File: src/rtl/seq_pattern_tx.sv
// Serial pattern transmitter: loads a parallel pattern and shifts it out MSB-first,
// repeating it for a programmable number of passes with an idle gap between passes.
module seq_pattern_tx #(
  parameter int unsigned WIDTH      = 8,
  parameter int unsigned REP_W      = 4,
  parameter int unsigned GAP_CYCLES = 2,
  parameter logic        IDLE_LEVEL = 1'b0
) (
  input  logic                         clk,
  input  logic                         rst,
  input  logic                         load_valid,
  output logic                         load_ready,
  input  logic [WIDTH-1:0]             load_data,
  input  logic [$clog2(WIDTH+1)-1:0]   load_len,
  input  logic [REP_W-1:0]             load_reps,
  input  logic                         abort,
  output logic                         ser_out,
  output logic                         ser_valid,
  output logic                         busy,
  output logic                         done
);

  localparam int unsigned LEN_W  = $clog2(WIDTH + 1);
  localparam int unsigned IDX_W  = $clog2(WIDTH);
  localparam int unsigned PASS_W = REP_W + 1;
  localparam int unsigned GAP_W  = (GAP_CYCLES > 1) ? $clog2(GAP_CYCLES) : 1;

  typedef enum logic [1:0] {
    S_IDLE  = 2'd0,
    S_SHIFT = 2'd1,
    S_GAP   = 2'd2,
    S_DONE  = 2'd3
  } state_t;

  state_t             state;
  logic [WIDTH-1:0]   shreg;
  logic [IDX_W-1:0]   len_m1;
  logic [IDX_W-1:0]   bit_idx;
  logic [PASS_W-1:0]  passes;
  logic [GAP_W-1:0]   gap_cnt;

  logic [IDX_W-1:0]   len_m1_c;
  logic [IDX_W-1:0]   idx_dec_c;

  // Effective pattern length minus one; 0 or out-of-range lengths mean a full-width pattern
  always_comb begin
    len_m1_c = IDX_W'(WIDTH - 1);
    if (load_len != '0 && load_len <= LEN_W'(WIDTH)) begin
      len_m1_c = IDX_W'(load_len - LEN_W'(1));
    end
    idx_dec_c = bit_idx - IDX_W'(1);
  end

  // Transmit FSM with registered serial, handshake and status outputs
  always_ff @(posedge clk or negedge rst) begin
    if (!rst) begin
      state      <= S_IDLE;
      shreg      <= '0;
      len_m1     <= '0;
      bit_idx    <= '0;
      passes     <= '0;
      gap_cnt    <= '0;
      ser_out    <= IDLE_LEVEL;
      ser_valid  <= 1'b0;
      busy       <= 1'b0;
      done       <= 1'b0;
      load_ready <= 1'b1;
    end else if (abort && state != S_IDLE) begin
      // Abort wins over everything else outside IDLE; the transfer is dropped silently
      state      <= S_IDLE;
      bit_idx    <= '0;
      passes     <= '0;
      gap_cnt    <= '0;
      ser_out    <= IDLE_LEVEL;
      ser_valid  <= 1'b0;
      busy       <= 1'b0;
      done       <= 1'b0;
      load_ready <= 1'b1;
    end else begin
      case (state)
        S_IDLE: begin
          if (load_valid) begin
            shreg      <= load_data;
            len_m1     <= len_m1_c;
            bit_idx    <= len_m1_c;
            passes     <= PASS_W'(load_reps) + PASS_W'(1);
            ser_out    <= load_data[len_m1_c];
            ser_valid  <= 1'b1;
            busy       <= 1'b1;
            load_ready <= 1'b0;
            state      <= S_SHIFT;
          end
        end

        S_SHIFT: begin
          if (bit_idx != '0) begin
            bit_idx <= idx_dec_c;
            ser_out <= shreg[idx_dec_c];
          end else if (passes == PASS_W'(1)) begin
            // Final bit of final pass has been held; emit the done pulse
            passes    <= '0;
            ser_out   <= IDLE_LEVEL;
            ser_valid <= 1'b0;
            done      <= 1'b1;
            state     <= S_DONE;
          end else begin
            passes <= passes - PASS_W'(1);
            if (GAP_CYCLES == 0) begin
              // Back-to-back passes: restart at the MSB with no bubble
              bit_idx <= len_m1;
              ser_out <= shreg[len_m1];
            end else begin
              gap_cnt   <= GAP_W'(GAP_CYCLES - 1);
              ser_out   <= IDLE_LEVEL;
              ser_valid <= 1'b0;
              state     <= S_GAP;
            end
          end
        end

        S_GAP: begin
          if (gap_cnt == '0) begin
            bit_idx   <= len_m1;
            ser_out   <= shreg[len_m1];
            ser_valid <= 1'b1;
            state     <= S_SHIFT;
          end else begin
            gap_cnt <= gap_cnt - GAP_W'(1);
          end
        end

        S_DONE: begin
          bit_idx    <= '0;
          gap_cnt    <= '0;
          done       <= 1'b0;
          busy       <= 1'b0;
          load_ready <= 1'b1;
          state      <= S_IDLE;
        end

        default: begin
          state      <= S_IDLE;
          ser_out    <= IDLE_LEVEL;
          ser_valid  <= 1'b0;
          busy       <= 1'b0;
          done       <= 1'b0;
          load_ready <= 1'b1;
        end
      endcase
    end
  end

endmodule

File: config.mk
export PLATFORM = sky130hd
export DESIGN_NAME = seq_pattern_tx
export DESIGN_NICKNAME = d
export VERILOG_FILES = /design/src/rtl/seq_pattern_tx.sv
export SDC_FILE = /design/constraint.sdc
export NUM_CORES = 1
export LEC_CHECK = 0
export BUFFER_PORTS_ARGS = -buffer_cell sky130_fd_sc_hd__buf_4
export CAP_MARGIN = 10
export CORE_MARGIN = 2
export CORE_UTILIZATION = 52
export CTS_CLUSTER_DIAMETER = 200
export CTS_CLUSTER_SIZE = 10
export DETAILED_ROUTE_END_ITERATION = 16
export PLACE_DENSITY = 0.77
export SLEW_MARGIN = 20
export SYNTH_ARGS = -nofsm -noshare
export SYNTH_HDL_FRONTEND = slang
export SYNTH_SLANG_ARGS = --single-unit
export TNS_END_PERCENT = 100
File: constraint.sdc
create_clock -name clk -period 2.13 [get_ports clk]
set_clock_uncertainty 0.2 [all_clocks]
set_input_delay 0.426 -clock clk [delete_from_list [all_inputs] [get_ports clk]]
set_output_delay 0.426 -clock clk [all_outputs]
set_load 0.01 [all_outputs]
# == Word-level counts from Yosys, hierarchy flattened ==
# Cells that the tools add are included.
# word_totals
register_bits,27
in_bits,20
out_inout_bits,5
wordCells,98
# classes
add_sub_neg,5
n_lt_le_gt_ge,4
n_eq_ne,10
n_mux,47
n_bitwise,1
n_reduce_logical,20
# ops
operator,count
2-to-1 mux 1 bit,22
AND reduction 3 bit,7
2-to-1 mux 5 bit,4
!= test 3 bit (second input constant),6
2-to-1 mux 3 bit,5
less-than comparator 3 x 4 -> 1 bit (second input constant),3
case mux 3 bit (4 select lines),1
nonzero test 3 bit,4
nonzero test 4 bit,3
case mux 5 bit (2 select lines),1
binary-select mux 1 bit (select 3 bit),3
case mux 1 bit (3 select lines),3
2-to-1 mux 2 bit,4
case mux 2 bit (4 select lines),1
case mux 1 bit (2 select lines),3
subtractor 3 x 1 -> 3 bit (second input constant),2
adder 4 x 1 -> 5 bit (second input constant),1
== test 5 x 1 -> 1 bit (second input constant),1
subtractor 5 x 1 -> 5 bit (second input constant),1
== test 2 bit (second input constant),2
less-or-equal comparator 4 bit (second input constant),1
AND reduction 4 bit,1
== test 2 x 1 -> 1 bit (second input constant),1
logical AND 1 bit,2
other kinds (5),5

# == Logic depth before layout (Yosys ltp) ==
# logic_depth
ltp_word,8
depth_mapped,8
mapped_depth_nobuf,7

# == Worst setup path after synthesis ==
# OpenSTA, ideal clock, no wires.
# synth_path
kind,register -> register
start,register bit_idx[0]
end,register bit_idx[1]
setup_ns,0.125
arrival_ns,1.672
t_required_ns,1.805
setup_slack_ns,0.133
path_stages_with_launch,8
period_less_slack_ns,1.997
cell_sequence,dfrtp_1 -> inv_1 -> ha_1 -> nor2b_2 -> nand2_1 -> a21o_1 -> a32oi_2 -> mux2_2
# synth_between
elab_chain_len,4
elab_cells_between_ends,7
classes_between,1 x add/sub; 1 x eq/ne; 3 x mux; 2 x reduce/logical
# synth_rtl
item,line,text
"start, declared",38,logic [IDX_W-1:0] bit_idx;
"start signal, assigned",85,bit_idx <= len_m1_c;
"start signal, assigned",97,bit_idx <= idx_dec_c;
"start signal, assigned",110,bit_idx <= len_m1;
subtractor 3 x 1 -> 3 bit,51,idx_dec_c = bit_idx - IDX_W'(1);
2-to-1 mux 3 bit,96,if (bit_idx != '0) begin
case mux 3 bit (4 select lines),80,case (state)
2-to-1 mux 3 bit,68,end else if (abort && state != S_IDLE) begin
# Several ways; a longest one is shown, not always the timed one. The select of a mux whose other input is x is not followed.
# A chain may end at the register's enable or synchronous reset.

# == Final worst setup path ==
# Ends and elaborated chain as after synthesis.

==> impl_metrics.csv <==
group,metric,value,unit
min_path,hold_end,"shreg[2]$_DFFE_PN0P_",
sta,hold-worst-slack,126,ps
setup_path,worstPathRequired,2160,ps
detailed_routing,via_per_inst,5.77,
placement,port_buffers,24,
logic_synthesis,syn_nets,217,
cts,tritoncts,"done",
power_and_ir_drop,power-per-cell-area,1440,nW/um2
setup_path,rrSetupSlack,70,ps
final_layout,multiInputGateArea,1080,um2
setup_path,crit_start,"bit_idx[0]$_DFFE_PN0P_",
setup_path,reg2reg_to,"bit_idx[1]$_DFFE_PN0P_",
logic_synthesis,ys.warnings.count,0,
sta,period_needed,2060,ps
floorplanning,io_pins,25,
min_path,hold_class,"input port to flop",
setup_path,slowest_stage,"dfrtp_1",
detailed_routing,drtIter0Drc,83,
setup_path,critPathLaunchType,"flop",
logic_synthesis,ys_types,47,
run,cap_violations,0,
sta,post-route-period-util,96.8,%
final_layout,stdcell_count,269,
final_layout,diodes,0,
grt,grt_usage,22.5,%
final_layout,seqCellArea,677,um2
setup_path,arrival,2090,ps
detailed_routing,antenna_violating_nets_post_route,0,
logic_synthesis,synth_cells,187,
min_path,hp-start,"load_data[2]",
floorplanning,rows,21,
cts,cts_buffer_depth,2,
sta,drv_slew,0,
power_and_ir_drop,ir_drop,0.699,mV
setup_path,path_cells,"inv_2 > ha_1 > nor2b_2 > nand2_1 > a21o_1 > a32oi_2 > mux2_2",
placement,place_inst,264,
setup_path,crit_path_end_kind,"flop",
cts,cts_htree_levels,1,
floorplanning,initial_core_util,54.4,%
setup_path,cpPeakStageDelay,420,ps
detailed_routing,wirelength,4.11,mm
logic_synthesis,ys_ff_latch,27,
sta,slew_headroom,73.3,%
floorplanning,die_width,63.3,um
detailed_routing,drc,0,
setup_path,worst-setup-path-type,"flop to flop",
grt,grt_pass1_vias,1547,
detailed_routing,dr.pass1.iters,4,
cts,post_cts_buffers,0,
cts,cts_root_buf,"clkbuf_4",
grt,gr-total-overflow,0,
final_layout,area_growth,20.0,%
final_layout,layout_common_cells,"buf_4, dfrtp_1, nand2_1",
sta,fmax,485,MHz
logic_synthesis,async_flop_share,100,%
sta,tightest_slew,390,ps
logic_synthesis,synth_ff_type,"dfrtp_1",
placement,post-dp-hpwl,3.23,mm
grt,grt_max_degree,28,
final_layout,fill_cells,282,
cts,cts_buffers,3,
cts,cts_sinks,27,
sta,rsz0062_at_grt,"yes",
power_and_ir_drop,p_leak,1.00,nW
setup_path,cpLargestDelayFamily,"compound AO/OA/AOI/OAI gates",
final_layout,drive_gt1_share,29.6,%
logic_synthesis,syn_area,1830,um2
final_layout,final_util,65.2,%
final_layout,final_common_cell,"buf_4",
grt,grt_first_pass_wirelength,7.15,mm
floorplanning,dieArea,4010,um2
logic_synthesis,synth_top_area_share,35.6,%
cts,clk_latency,330,ps
detailed_routing,dr_total_vias,1552,
sta,setup_viol,0,
logic_synthesis,seq_area_frac_synth,37.0,%
logic_synthesis,yosys.area.top_type,"dfrtp_1",
detailed_routing,wl_per_cell,15.3,um
floorplanning,coreArea,3360,um2
placement,gp_congestion,0.891,
sta,hold_viol,0,
logic_synthesis,synth_edf_count,0,
final_layout,final_net_count,254,
setup_path,rr_startpoint,"bit_idx[0]$_DFFE_PN0P_",
grt,antenna_found_initial,0,
min_path,min_path_cells,2,
setup_path,worst-path-buf-inv,1,
floorplanning,die_y,63.3,um
setup_path,crit_fanout,3,
run_status,status,"finished, final reports clean",
cts,path_clk_slew,140,ps
logic_synthesis,synth_area_leaders,"dfrtp_1, ha_1, mux2_2",
setup_path,reg2regPathDepth,7,
logic_synthesis,avgSynthCellArea,9.78,um2
per-layer routing:
metal  share of wire (%)  GRT usage [%]  vias up
li1                    -              -      745
met1                  43           27.8      762
met2                  53           41.1       41
met3                 3.8           3.75        4
met4                0.80           5.43        0
met5                   0              0        -
worst max path at each step:
stage | to | slack (ps) | cells after the start
floorplan | bit_idx[1]$_DFFE_PN0P_ | 130 | 7
global placement | ser_out$_DFFE_PN0P_ | 30 | 8
detailed placement | ser_out$_DFFE_PN0P_ | -120 | 8
CTS | bit_idx[1]$_DFFE_PN0P_ | 80 | 7
global route | bit_idx[1]$_DFFE_PN0P_ | -7 | 7
finish | bit_idx[1]$_DFFE_PN0P_ | 70 | 7
flip-flops by register name, indices dropped and copies added, names as in the netlist, 2 cells and up:
name	count
state	2
passes	5
shreg	8
len_m1	3
bit_idx	3
cell usage after synthesis, drive strengths merged (4+ instances only):
cell	instances
dfrtp	26
nand2	17
inv	14
nor2	14
o21ai	14
mux2	12
ha	10
a21oi	8
mux2i	6
o31ai	5
xor2	5
mux4	4
nand2b	4
power breakdown:
part	internal [mW]	total (mW)	leakage (nW)	switching, mW
combinational	0.970	1.93	0.658	0.960
sequential	0.773	1.01	0.328	0.233
clock	0.0735	0.226	0.0150	0.153
final cells by class:
class	instances	share of cell area (%)
sequential	27	30.9
clock buffer	4	1.20
inverter	14	2.40
tap	46	2.62
timing repair buffer	38	13.7
multi-input combinational	140	49.2
kinds of logic after synthesis:
group	synth area share, %
simple gates	15.3
compound gates	17.7
flops	37.0
mux	15.6
buf+inv	4.31
fa+ha+maj	6.84
xor+xnor	3.29
metrics by stage:
step / TNS [ps] / setup WS (ps) / instance area, um2 / total power, mW
floorplan: 0 / 133 / 1830 / 2.31
global placement: 0 / 25.6 / 2150 / 2.80
detailed placement: -121 / -121 / 2150 / 2.91
CTS: 0 / 81.0 / 2190 / 3.14
global route: -7.13 / -7.13 / 2190 / 3.45
finish: 0 / 67.5 / 2190 / 3.16
what timing repair did:
action                                  CTS  global route
endpoints found under the setup margin    0             5
hold buffers                              1             0
resized for setup                         0             3
endpoints found under the hold margin    26             0
No activity file was read; power rests on OpenSTA's default activity.
